<file path="src/rtl/control_unit_if.sv">
// Control bundle between the control_unit sequencer (master) and the datapath (slave).
interface control_unit_if #(
   parameter int unsigned BITS      = 32,
   parameter int unsigned REGISTERS = 16
);
   logic [BITS-1:0]      IRVal;
   logic                 mem_ready;
   logic [REGISTERS-1:0] GPRin;
   logic [REGISTERS-1:0] GPRout;
   logic PCin, IRin, RYin, RZin, MARin, HIin, LOin, MDRin, Read;
   logic MDRout, LOout, HIout, RZHIout, RZLOout, PCout;
   logic ADD, SUB, MUL, DIV, SHR, SHL, ROR, ROL, AND, OR, NEGATE, NOT, IncPC;
   logic MemWrite, run, illegal_op;

   modport master (
      input  IRVal, mem_ready,
      output GPRin, GPRout,
      output PCin, IRin, RYin, RZin, MARin, HIin, LOin, MDRin, Read,
      output MDRout, LOout, HIout, RZHIout, RZLOout, PCout,
      output ADD, SUB, MUL, DIV, SHR, SHL, ROR, ROL, AND, OR, NEGATE, NOT, IncPC,
      output MemWrite, run, illegal_op
   );

   modport slave (
      output IRVal, mem_ready,
      input  GPRin, GPRout,
      input  PCin, IRin, RYin, RZin, MARin, HIin, LOin, MDRin, Read,
      input  MDRout, LOout, HIout, RZHIout, RZLOout, PCout,
      input  ADD, SUB, MUL, DIV, SHR, SHL, ROR, ROL, AND, OR, NEGATE, NOT, IncPC,
      input  MemWrite, run, illegal_op
   );
endinterface

</file>
<file path="src/rtl/control_unit.sv">
// Multi-cycle Moore sequencer: fetch/decode/execute control for the datapath.
// Outputs are a decode of the state register and the datapath's IR contents.
module control_unit #(
   parameter int unsigned BITS      = 32,
   parameter int unsigned REGISTERS = 16
) (
   input  logic           clk,
   input  logic           reset,
   control_unit_if.master bus
);
   localparam int unsigned OP_W  = 5;
   localparam int unsigned REG_W = 4;

   localparam logic [OP_W-1:0] OP_LD   = 5'b00000;
   localparam logic [OP_W-1:0] OP_ST   = 5'b00001;
   localparam logic [OP_W-1:0] OP_ADD  = 5'b00011;
   localparam logic [OP_W-1:0] OP_SUB  = 5'b00100;
   localparam logic [OP_W-1:0] OP_AND  = 5'b00101;
   localparam logic [OP_W-1:0] OP_OR   = 5'b00110;
   localparam logic [OP_W-1:0] OP_ROR  = 5'b00111;
   localparam logic [OP_W-1:0] OP_ROL  = 5'b01000;
   localparam logic [OP_W-1:0] OP_SHR  = 5'b01001;
   localparam logic [OP_W-1:0] OP_SHL  = 5'b01010;
   localparam logic [OP_W-1:0] OP_MUL  = 5'b01111;
   localparam logic [OP_W-1:0] OP_DIV  = 5'b10000;
   localparam logic [OP_W-1:0] OP_NEG  = 5'b10001;
   localparam logic [OP_W-1:0] OP_NOT  = 5'b10010;
   localparam logic [OP_W-1:0] OP_MFHI = 5'b11000;
   localparam logic [OP_W-1:0] OP_MFLO = 5'b11001;
   localparam logic [OP_W-1:0] OP_NOP  = 5'b11010;
   localparam logic [OP_W-1:0] OP_HALT = 5'b11011;

   typedef enum logic [3:0] {
      S_IDLE, S_T0, S_T1, S_T1_WAIT, S_T2, S_T3, S_T4, S_T5, S_T6, S_HALT
   } state_t;

   typedef enum logic [3:0] {
      CL_ALU, CL_MULDIV, CL_UNARY, CL_MFHI, CL_MFLO,
      CL_LD, CL_ST, CL_NOP, CL_HALT, CL_ILLEGAL
   } class_t;

   state_t               state;
   state_t               state_nxt;
   class_t               cls;
   logic [BITS-1:0]      ir;
   logic [OP_W-1:0]      op;
   logic [REG_W-1:0]     ra, rb, rc;
   logic [REGISTERS-1:0] sel_ra, sel_rb, sel_rc;
   logic                 alu_go;
   logic                 unused_ir;

   assign ir        = bus.IRVal;
   assign op        = ir[31:27];
   assign ra        = ir[26:23];
   assign rb        = ir[22:19];
   assign rc        = ir[18:15];
   assign unused_ir = ^ir[14:0];
   assign sel_ra    = REGISTERS'(1) << ra;
   assign sel_rb    = REGISTERS'(1) << rb;
   assign sel_rc    = REGISTERS'(1) << rc;

   // Instruction class selects the execute sequence.
   always_comb begin
      cls = CL_ILLEGAL;
      case (op)
         OP_ADD, OP_SUB, OP_AND, OP_OR,
         OP_ROR, OP_ROL, OP_SHR, OP_SHL: cls = CL_ALU;
         OP_MUL, OP_DIV:                 cls = CL_MULDIV;
         OP_NEG, OP_NOT:                 cls = CL_UNARY;
         OP_MFHI:                        cls = CL_MFHI;
         OP_MFLO:                        cls = CL_MFLO;
         OP_LD:                          cls = CL_LD;
         OP_ST:                          cls = CL_ST;
         OP_NOP:                         cls = CL_NOP;
         OP_HALT:                        cls = CL_HALT;
         default:                        cls = CL_ILLEGAL;
      endcase
   end

   always_ff @(posedge clk or negedge reset) begin
      if (!reset) state <= S_IDLE;
      else        state <= state_nxt;
   end

   always_comb begin
      state_nxt      = state;
      alu_go         = 1'b0;
      bus.GPRin      = '0;
      bus.GPRout     = '0;
      bus.PCin       = 1'b0;
      bus.IRin       = 1'b0;
      bus.RYin       = 1'b0;
      bus.RZin       = 1'b0;
      bus.MARin      = 1'b0;
      bus.HIin       = 1'b0;
      bus.LOin       = 1'b0;
      bus.MDRin      = 1'b0;
      bus.Read       = 1'b0;
      bus.MDRout     = 1'b0;
      bus.LOout      = 1'b0;
      bus.HIout      = 1'b0;
      bus.RZHIout    = 1'b0;
      bus.RZLOout    = 1'b0;
      bus.PCout      = 1'b0;
      bus.ADD        = 1'b0;
      bus.SUB        = 1'b0;
      bus.MUL        = 1'b0;
      bus.DIV        = 1'b0;
      bus.SHR        = 1'b0;
      bus.SHL        = 1'b0;
      bus.ROR        = 1'b0;
      bus.ROL        = 1'b0;
      bus.AND        = 1'b0;
      bus.OR         = 1'b0;
      bus.NEGATE     = 1'b0;
      bus.NOT        = 1'b0;
      bus.IncPC      = 1'b0;
      bus.MemWrite   = 1'b0;
      bus.illegal_op = 1'b0;
      bus.run        = (state != S_IDLE) && (state != S_HALT);

      case (state)
         S_IDLE: state_nxt = S_T0;
         S_T0: begin
            bus.PCout = 1'b1;
            bus.MARin = 1'b1;
            bus.IncPC = 1'b1;
            bus.RZin  = 1'b1;
            state_nxt = S_T1;
         end
         S_T1: begin
            bus.RZLOout = 1'b1;
            bus.PCin    = 1'b1;
            bus.Read    = 1'b1;
            bus.MDRin   = 1'b1;
            state_nxt   = bus.mem_ready ? S_T2 : S_T1_WAIT;
         end
         // PC already loaded in T1; only keep the read alive.
         S_T1_WAIT: begin
            bus.Read  = 1'b1;
            bus.MDRin = 1'b1;
            if (bus.mem_ready) state_nxt = S_T2;
         end
         S_T2: begin
            bus.MDRout = 1'b1;
            bus.IRin   = 1'b1;
            state_nxt  = S_T3;
         end
         S_T3: begin
            state_nxt = S_T0;
            case (cls)
               CL_ALU, CL_MULDIV: begin
                  bus.GPRout = sel_rb;
                  bus.RYin   = 1'b1;
                  state_nxt  = S_T4;
               end
               CL_UNARY: begin
                  bus.GPRout = sel_rb;
                  alu_go     = 1'b1;
                  bus.RZin   = 1'b1;
                  state_nxt  = S_T4;
               end
               CL_MFHI: begin
                  bus.HIout = 1'b1;
                  bus.GPRin = sel_ra;
               end
               CL_MFLO: begin
                  bus.LOout = 1'b1;
                  bus.GPRin = sel_ra;
               end
               CL_LD, CL_ST: begin
                  bus.GPRout = sel_rb;
                  bus.MARin  = 1'b1;
                  state_nxt  = S_T4;
               end
               CL_HALT:    state_nxt      = S_HALT;
               CL_ILLEGAL: bus.illegal_op = 1'b1;
               default:    state_nxt      = S_T0;
            endcase
         end
         S_T4: begin
            state_nxt = S_T0;
            case (cls)
               CL_ALU, CL_MULDIV: begin
                  bus.GPRout = sel_rc;
                  alu_go     = 1'b1;
                  bus.RZin   = 1'b1;
                  state_nxt  = S_T5;
               end
               CL_UNARY: begin
                  bus.RZLOout = 1'b1;
                  bus.GPRin   = sel_ra;
               end
               CL_LD: begin
                  bus.Read  = 1'b1;
                  bus.MDRin = 1'b1;
                  state_nxt = bus.mem_ready ? S_T5 : S_T4;
               end
               CL_ST: begin
                  bus.GPRout = sel_ra;
                  bus.MDRin  = 1'b1;
                  state_nxt  = S_T5;
               end
               default: state_nxt = S_T0;
            endcase
         end
         S_T5: begin
            state_nxt = S_T0;
            case (cls)
               CL_ALU: begin
                  bus.RZLOout = 1'b1;
                  bus.GPRin   = sel_ra;
               end
               CL_MULDIV: begin
                  bus.RZLOout = 1'b1;
                  bus.LOin    = 1'b1;
                  state_nxt   = S_T6;
               end
               CL_LD: begin
                  bus.MDRout = 1'b1;
                  bus.GPRin  = sel_ra;
               end
               CL_ST: begin
                  bus.MemWrite = 1'b1;
                  state_nxt    = bus.mem_ready ? S_T0 : S_T5;
               end
               default: state_nxt = S_T0;
            endcase
         end
         S_T6: begin
            bus.RZHIout = 1'b1;
            bus.HIin    = 1'b1;
            state_nxt   = S_T0;
         end
         S_HALT:  state_nxt = S_HALT;
         default: state_nxt = S_IDLE;
      endcase

      // Single ALU strobe for the cycle that feeds RZ.
      if (alu_go) begin
         case (op)
            OP_ADD:  bus.ADD    = 1'b1;
            OP_SUB:  bus.SUB    = 1'b1;
            OP_AND:  bus.AND    = 1'b1;
            OP_OR:   bus.OR     = 1'b1;
            OP_ROR:  bus.ROR    = 1'b1;
            OP_ROL:  bus.ROL    = 1'b1;
            OP_SHR:  bus.SHR    = 1'b1;
            OP_SHL:  bus.SHL    = 1'b1;
            OP_MUL:  bus.MUL    = 1'b1;
            OP_DIV:  bus.DIV    = 1'b1;
            OP_NEG:  bus.NEGATE = 1'b1;
            OP_NOT:  bus.NOT    = 1'b1;
            default: ;
         endcase
      end
   end
endmodule

</file>
<file path="src/flat_wrapper.sv">
// flat-port wrapper written by rule: the top's interface ports become plain ports
module control_unit_flat 
#(
   parameter int unsigned BITS      = 32,
   parameter int unsigned REGISTERS = 16
)
  (clk, reset, bus_IRVal, bus_mem_ready, bus_GPRin, bus_GPRout, bus_PCin, bus_IRin, bus_RYin, bus_RZin, bus_MARin, bus_HIin, bus_LOin, bus_MDRin, bus_Read, bus_MDRout, bus_LOout, bus_HIout, bus_RZHIout, bus_RZLOout, bus_PCout, bus_ADD, bus_SUB, bus_MUL, bus_DIV, bus_SHR, bus_SHL, bus_ROR, bus_ROL, bus_AND, bus_OR, bus_NEGATE, bus_NOT, bus_IncPC, bus_MemWrite, bus_run, bus_illegal_op);
  control_unit_if #(.BITS(BITS), .REGISTERS(REGISTERS)) bus_i ();
  input  logic clk;
  input  logic reset;
  input wire logic [$bits(bus_i.IRVal)-1:0] bus_IRVal;
  input wire logic [$bits(bus_i.mem_ready)-1:0] bus_mem_ready;
  output wire logic [$bits(bus_i.GPRin)-1:0] bus_GPRin;
  output wire logic [$bits(bus_i.GPRout)-1:0] bus_GPRout;
  output wire logic [$bits(bus_i.PCin)-1:0] bus_PCin;
  output wire logic [$bits(bus_i.IRin)-1:0] bus_IRin;
  output wire logic [$bits(bus_i.RYin)-1:0] bus_RYin;
  output wire logic [$bits(bus_i.RZin)-1:0] bus_RZin;
  output wire logic [$bits(bus_i.MARin)-1:0] bus_MARin;
  output wire logic [$bits(bus_i.HIin)-1:0] bus_HIin;
  output wire logic [$bits(bus_i.LOin)-1:0] bus_LOin;
  output wire logic [$bits(bus_i.MDRin)-1:0] bus_MDRin;
  output wire logic [$bits(bus_i.Read)-1:0] bus_Read;
  output wire logic [$bits(bus_i.MDRout)-1:0] bus_MDRout;
  output wire logic [$bits(bus_i.LOout)-1:0] bus_LOout;
  output wire logic [$bits(bus_i.HIout)-1:0] bus_HIout;
  output wire logic [$bits(bus_i.RZHIout)-1:0] bus_RZHIout;
  output wire logic [$bits(bus_i.RZLOout)-1:0] bus_RZLOout;
  output wire logic [$bits(bus_i.PCout)-1:0] bus_PCout;
  output wire logic [$bits(bus_i.ADD)-1:0] bus_ADD;
  output wire logic [$bits(bus_i.SUB)-1:0] bus_SUB;
  output wire logic [$bits(bus_i.MUL)-1:0] bus_MUL;
  output wire logic [$bits(bus_i.DIV)-1:0] bus_DIV;
  output wire logic [$bits(bus_i.SHR)-1:0] bus_SHR;
  output wire logic [$bits(bus_i.SHL)-1:0] bus_SHL;
  output wire logic [$bits(bus_i.ROR)-1:0] bus_ROR;
  output wire logic [$bits(bus_i.ROL)-1:0] bus_ROL;
  output wire logic [$bits(bus_i.AND)-1:0] bus_AND;
  output wire logic [$bits(bus_i.OR)-1:0] bus_OR;
  output wire logic [$bits(bus_i.NEGATE)-1:0] bus_NEGATE;
  output wire logic [$bits(bus_i.NOT)-1:0] bus_NOT;
  output wire logic [$bits(bus_i.IncPC)-1:0] bus_IncPC;
  output wire logic [$bits(bus_i.MemWrite)-1:0] bus_MemWrite;
  output wire logic [$bits(bus_i.run)-1:0] bus_run;
  output wire logic [$bits(bus_i.illegal_op)-1:0] bus_illegal_op;
  assign bus_i.IRVal = bus_IRVal;
  assign bus_i.mem_ready = bus_mem_ready;
  assign bus_GPRin = bus_i.GPRin;
  assign bus_GPRout = bus_i.GPRout;
  assign bus_PCin = bus_i.PCin;
  assign bus_IRin = bus_i.IRin;
  assign bus_RYin = bus_i.RYin;
  assign bus_RZin = bus_i.RZin;
  assign bus_MARin = bus_i.MARin;
  assign bus_HIin = bus_i.HIin;
  assign bus_LOin = bus_i.LOin;
  assign bus_MDRin = bus_i.MDRin;
  assign bus_Read = bus_i.Read;
  assign bus_MDRout = bus_i.MDRout;
  assign bus_LOout = bus_i.LOout;
  assign bus_HIout = bus_i.HIout;
  assign bus_RZHIout = bus_i.RZHIout;
  assign bus_RZLOout = bus_i.RZLOout;
  assign bus_PCout = bus_i.PCout;
  assign bus_ADD = bus_i.ADD;
  assign bus_SUB = bus_i.SUB;
  assign bus_MUL = bus_i.MUL;
  assign bus_DIV = bus_i.DIV;
  assign bus_SHR = bus_i.SHR;
  assign bus_SHL = bus_i.SHL;
  assign bus_ROR = bus_i.ROR;
  assign bus_ROL = bus_i.ROL;
  assign bus_AND = bus_i.AND;
  assign bus_OR = bus_i.OR;
  assign bus_NEGATE = bus_i.NEGATE;
  assign bus_NOT = bus_i.NOT;
  assign bus_IncPC = bus_i.IncPC;
  assign bus_MemWrite = bus_i.MemWrite;
  assign bus_run = bus_i.run;
  assign bus_illegal_op = bus_i.illegal_op;
  control_unit #(.BITS(BITS), .REGISTERS(REGISTERS)) u_core (.clk(clk), .reset(reset), .bus(bus_i));
endmodule
</file>
<file path="config.mk">
export PLATFORM = sky130hd
export DESIGN_NAME = control_unit_flat
export DESIGN_NICKNAME = d
export VERILOG_FILES = /design/src/rtl/control_unit_if.sv /design/src/rtl/control_unit.sv /design/src/flat_wrapper.sv
export SDC_FILE = /design/constraint.sdc
export NUM_CORES = 1
export LEC_CHECK = 0
export ABC_AREA = 1
export ABC_CLOCK_PERIOD_IN_PS = 3600
export CAP_MARGIN = 0
export CORE_ASPECT_RATIO = 0.8
export CORE_MARGIN = 2
export CORE_UTILIZATION = 43
export DETAILED_ROUTE_END_ITERATION = 7
export GPL_ROUTABILITY_DRIVEN = 1
export PLACE_DENSITY = 0.87
export REMOVE_ABC_BUFFERS = 1
export SETUP_SLACK_MARGIN = 0.5
export SYNTH_ARGS = -nofsm -noshare
export SYNTH_HDL_FRONTEND = slang
export SYNTH_SLANG_ARGS = --single-unit
</file>
<file path="constraint.sdc">
create_clock -name clk -period 3.6 [get_ports clk]
set_input_delay 0.54 -clock clk [delete_from_list [all_inputs] [get_ports clk]]
set_output_delay 0.54 -clock clk [all_outputs]
set_load 0.02 [all_outputs]
</file>
==> results of run 1 <==
==> metal layers <==
layer	up-vias	routed length (um)
met4	0	172
met5	-	0
li1	1344	-
met3	26	757
met1	1309	3260
met2	197	3720
==> critical path, stage by stage <==
cell and delay (ps):
clkdlybuf4s15_1 330, inv_2 160, nor2_2 180, nand2_1 80
o21ai_2 80, inv_2 90, a21oi_4 200, nand2_4 130
buf_6 170, o22ai_1 230, nand2_1 120, o21ai_2 70
buf_2 170
==> kinds of logic (layout without fill, tap and decap cells) <==
kind of cell	Yosys count	after routing
compound gates	49	49
simple gates	206	208
flops	4	4
fa+ha+maj	5	5
buf+inv	61	176
==> power by group through the flow <==
stage | Clock (mW) | Sequential, mW | Combinational, mW
4_1_cts | 0.0923 | 0.0816 | 0.638
3_3_place_gp | 0 | 0.0808 | 0.622
6_report | 0.0900 | 0.0823 | 0.677
5_1_grt | 0.0974 | 0.0851 | 0.729
2_1_floorplan | 0 | 0.0784 | 0.352
3_5_place_dp | 0 | 0.0819 | 0.629
==> cells in the final DEF, fill, tap and decap left out, types with 8 or more instances in the layout <==
| master | instances |
|---|---|
| nand2_1 | 65 |
| buf_4 | 48 |
| nor2_1 | 39 |
| inv_1 | 38 |
| nand4_1 | 36 |
| buf_2 | 31 |
| clkdlybuf4s50_1 | 21 |
| nor3_1 | 18 |
| o21ai_2 | 12 |
| nand2_2 | 11 |
| buf_6 | 10 |
| o22ai_1 | 9 |
| nand3_1 | 8 |
| o22ai_2 | 8 |
| o21ai_0 | 8 |
==> repair_timing <==
| action | in CTS | in global routing |
|---|---|---|
| gates resized for setup | 229 | 69 |
| hold buffers | 0 | 0 |
| cloned | 2 | 0 |
| endpoints found under the setup margin | 56 | 54 |
| hold endpoints to repair | 0 | 0 |
| pin swaps | 9 | 15 |
| buffers inserted | 4 | 6 |
==> cells in the mapped netlist <==
cell type	instances
a21oi_1	6
o211ai_1	1
nor3_1	22
clkbuf_1	9
nor2_1	42
buf_2	2
o22ai_1	17
buf_4	3
ha_1	5
o21ai_2	11
dfrtp_1	4
nand2_4	2
buf_6	3
nor3_2	1
nand3b_1	1
nor2_4	2
nor2_2	4
or3_1	1
nand3_1	10
nand2_1	74
a211oi_1	1
inv_1	41
a21oi_4	2
nand4_1	36
nand2_2	7
inv_2	3
nand3_2	4
o21ai_0	11
==> worst max-delay path by stage <==
stage / from / end / slack (ps) / cells past startpoint
final: bus_IRVal[30] / bus_GPRout[7] / 500 / 13
after global routing: bus_IRVal[30] / bus_GPRout[7] / 430 / 13
after CTS: bus_IRVal[31] / bus_GPRout[15] / 410 / 12
after detailed placement: bus_IRVal[27] / bus_GPRout[4] / -200 / 14
after global placement: bus_IRVal[27] / bus_GPRout[4] / -100 / 14
after floorplan: bus_IRVal[28] / bus_GPRout[0] / 790 / 12
==> cell type report <==
class / instances / area, um2
Timing Repair Buffer: 129 / 1020
Tap cell: 55 / 68.8
Sequential cell: 4 / 100
Multi-Input combinational cell: 262 / 1640
Inverter: 44 / 170
Clock buffer: 3 / 41.3
Fill cell: 292 / 821
==> impl_metrics.ini, run 1 <==
[die]
core_mm2 = 0.00385
floorplan.die.height_um = 61.3
die_w_um = 75.6
num_rows = 20
fp.dieArea_mm2 = 0.00463
pin_count = 98
start_util_pct = 45.7

[sta]
holdWs_ps = 528
min_period_over_period_pct = 86.0
rsz0062_at_grt = false
tns_ps = 0
hold_viol_final = 0
worst-slew-pin-transition_ps = 636
fin_crit_ps = 3100
clock_skew_ps = 1.55
maxSlewViolCount = 0
fmax_mhz = 323
maxSlewHeadroom_pct = 57.2
finalSetupViolCount = 0
layout_setup_ws_ps = 505

[run]
max_cap_violations = 0

[global_route]
grt-ovfl-total = 0
grt_util_met1_pct = 42.9
grt_max_degree = 14
grt_usage_pct = 30.5
met2_usage_pct = 50.2
gr-max-usage-layer = met2
grt_pass1_wl_mm = 11.0
first_global_vias = 2433
antenna_found_initial = 0
grt_use_met3_pct = 4.09

[critical_path]
cp_max_fo = 9
worstSetupStartpointType = primary input
arrival_ps = 2560
r2r-end = u_core.state[2]
worstSetupEndpointType = output pin
required_ps = 3060
r2r-start = u_core.state[3]
timing.reg2reg.setup_slack_ps = 1950
rr_worst_depth = 7
path_class = in -> out

[drt]
ant_nets = 0
drt_iter0_drc = 281
wl_mm = 7.91
vias_per_cell = 5.79
wire_per_inst_um = 15.9
dr.pass1.iters = 5
via_count = 2876
post-route-drc-count = 0

[power_and_ir_drop]
swShare_pct = 53.5
power_mw = 0.849
vdd_drop_max_uv = 300
internal_power_mw = 0.395
combPwrFrac_pct = 79.7
pwr-share-clk_pct = 10.6
power_density_mw_per_mm2 = 280
p_switching_mw = 0.454
power_frac_seq_pct = 9.7
p_leak_nw = 1.41

[clock_network]
clk_pin_slew_worst_paths_ps = 30
clock_latency_ps = 210
cts_buffers = 3
clock_sinks = 4
root_buffer = clkbuf_8
clockBufferDepth = 2
cts_tree = built
cts_max_level = 1

[finish]
reg_top3 = u_core.state: 4 flops
n_antenna_cell = 0
fin_util_pct = 78.7
finalNonFillerCells = 497
fin_nets = 484
area_delta_synth_final_pct = 72.2
regMostFlops = u_core.state
stdcell_area_mm2 = 0.00303
largest_reg_flops = 4
drive_gt1_share_pct = 38.7

[placement]
gp_congestion = 0.960
dpl_cell_area_mm2 = 0.00284
dp_cells = 482
pre_cts_ws_ps = -202
io_buffer_count = 82
hpwl_mm = 5.35

[synth]
synth_cell_type_count = 28
syn_area_per_cell_um2 = 5.42
synth_mux_area_share_pct = 0
yosys_register_bits = 4
synth_compound_gate_area_share_pct = 19.0
synth_top_area_cell = nand2_1
synthAdderAreaFrac_pct = 3.55
yosysWarnings = 0
yosys.area_share.simple_pct = 56.7
synth.cell_area_mm2 = 0.00176
synth_top_family_by_area = simple AND/OR/NAND/NOR gates
synthCells = 325
yosysTopAreaCellShare_pct = 15.8
synth_area_leaders = nand2_1 (16%), nand4_1 (13%), nor2_1 (8.9%)
ys_seq_area_share_pct = 5.68
synth_xor_area_share_pct = 0

[outcome]
outcome = finished, final reports clean

[min_path]
hold_class = in -> async
Power figures use the tool's default switching activity.
==> inputs of run 2 (changes only) <==
--- a/config.mk
+++ b/config.mk
@@ -6,14 +6,14 @@
 export NUM_CORES = 1
 export LEC_CHECK = 0
 export ABC_AREA = 1
-export ABC_CLOCK_PERIOD_IN_PS = 3600
+export ABC_CLOCK_PERIOD_IN_PS = 3200
 export CAP_MARGIN = 0
 export CORE_ASPECT_RATIO = 0.8
 export CORE_MARGIN = 2
-export CORE_UTILIZATION = 43
+export CORE_UTILIZATION = 40
 export DETAILED_ROUTE_END_ITERATION = 7
 export GPL_ROUTABILITY_DRIVEN = 1
-export PLACE_DENSITY = 0.87
+export PLACE_DENSITY = 0.82
 export REMOVE_ABC_BUFFERS = 1
 export SETUP_SLACK_MARGIN = 0.5
 export SYNTH_ARGS = -nofsm -noshare
==> constraint.sdc (replaced) <==
create_clock -name clk -period 3.2 [get_ports clk]
set_input_delay 0.48 -clock clk [delete_from_list [all_inputs] [get_ports clk]]
set_output_delay 0.48 -clock clk [all_outputs]
set_load 0.02 [all_outputs]
==> run 2 against run 1 <==
  * Clock skew increased by 5.4 ps
  * Combinational power up 16%
  * Utilization down 0.99 points
  * Routed wire length is 1.2% higher
  * Largest power group unchanged
==> impl_metrics.ini, run 2 (same netlist as run 1, synthesis figures left out) <==
[drt]
ant_nets = 0
post-route-drc-count = 0
via_count = 2908
wire_per_inst_um = 15.6
vias_per_cell = 5.67
wl_mm = 8.00
drt_iter0_drc = 291
dr.pass1.iters = 8

[critical_path]
endpoint = bus_GPRout[10]
worstSetupEndpointType = output pin
rr_worst_depth = 10
worstSetupStartpointType = primary input
required_ps = 2720
arrival_ps = 2280
timing.reg2reg.setup_slack_ps = 1460
r2r-start = u_core.state[0]
r2r-end = u_core.state[0]
cp_max_fo = 7
path_class = in -> out
startpoint = bus_IRVal[27]

[clock_network]
root_buffer = clkbuf_8
cts_max_level = 1
cts_buffers = 3
clk_pin_slew_worst_paths_ps = 40
clock_latency_ps = 220
clockBufferDepth = 2
cts_tree = built
hold_buffers = 0
clock_sinks = 4

[min_path]
hold_class = in -> async

[global_route]
grt-ovfl-total = 0
grt_pass1_wl_mm = 11.6
antenna_found_initial = 0
first_global_vias = 2524
grt_usage_pct = 28.5
grt_max_degree = 18

[finish]
area_delta_synth_final_pct = 85.4
most-common-layout-cells = buf_4 (74), nand2_1 (66), inv_1 (37)
fin_nets = 498
reg_top3 = u_core.state: 4 flops
drive_gt1_share_pct = 42.8
final_common_cell = buf_4
n_antenna_cell = 0
regMostFlops = u_core.state
largest_reg_flops = 4
regArea_um2 = 100
finalNonFillerCells = 513
multi_input_area_mm2 = 0.00164
nFillCells = 311
stdcell_area_mm2 = 0.00327

[power_and_ir_drop]
p_leak_nw = 1.47
power_mw = 0.992
power_density_mw_per_mm2 = 304
vdd_drop_max_uv = 364

[sta]
layout_setup_ws_ps = 444
hold_viol_final = 0
maxSlewViolCount = 0
clock_skew_ps = 6.99
finalSetupViolCount = 0
min_period_over_period_pct = 86.1
maxSlewHeadroom_pct = 72.4
rsz0062_at_grt = true
fin_crit_ps = 2760
fmax_mhz = 363
worst-slew-pin-transition_ps = 412

[placement]
hpwl_mm = 5.58
dpl_cell_area_mm2 = 0.00296
dp_cells = 498
pre_cts_ws_ps = -453
gp_congestion = 0.923
io_buffer_count = 82

[die]
floorplan.die.height_um = 63.4
die_w_um = 78.2
start_util_pct = 41.9
num_rows = 21
fp.dieArea_mm2 = 0.00495
core_mm2 = 0.00420
pin_count = 98

[outcome]
outcome = finished, final reports clean

[run]
max_cap_violations = 0
-- run 2: how the worst min path moves through the flow --
stage / cells after the start / endpoint / startpoint / slack, ps
after global placement: 1 / u_core.state[2] / reset / 680
after detailed placement: 1 / u_core.state[3] / reset / 700
after floorplan: 0 / u_core.state[0] / reset / 180
after global routing: 1 / u_core.state[2] / reset / 470
after CTS: 1 / u_core.state[2] / reset / 470
final: 1 / u_core.state[2] / reset / 460
-- run 2: metal layers --
| layer | routed length, um | track usage (%) | up-vias |
|---|---|---|---|
| met4 | 254 | 7.24 | 0 |
| met5 | 0 | 0 | - |
| li1 | - | - | 1378 |
| met2 | 3750 | 48.7 | 155 |
| met3 | 580 | 4.30 | 35 |
| met1 | 3420 | 37.5 | 1340 |
-- run 2: cell type report --
| class | instances | share of cell area, % |
|---|---|---|
| clock buffer | 3 | 1.26 |
| sequential | 4 | 3.06 |
| inverter | 44 | 5.36 |
| tap | 57 | 2.18 |
| multi-input combinational | 260 | 50.2 |
| timing repair buffer | 145 | 38.0 |
-- run 2: through the flow --
stage               setup TNS, ps  utilization [%]  hold slack (ps)
floorplan                       0                -              184
global placement           -17430             70.4              685
detailed placement         -20310             70.4              702
CTS                             0             71.9              468
global route                    0             77.7              472
finish                          0             77.7              465
-- run 2: worst max-delay path: stages --
cell	delay [ps]
buf_12	90
inv_6	30
ha_4	260
nand2_2	40
inv_2	50
nand2_2	50
o21ai_2	70
inv_2	80
a21oi_4	190
nand2_4	160
buf_8	180
o22ai_1	210
nand2_1	120
o21ai_2	70
buf_2	180
-- run 2: timing repair --
action | 4_1_cts | 5_1_grt
cloned | 0 | 1
pin swaps | 7 | 8
buffers inserted | 9 | 2
resized for setup | 272 | 69
setup endpoints to repair | 56 | 54
-- run 2: power by group --
group          switching, mW  internal, mW  total [mW]
registers             0.0220        0.0722      0.0941
logic                  0.481         0.307       0.788
clock network         0.0292        0.0805       0.110
total                  0.532         0.460       0.992
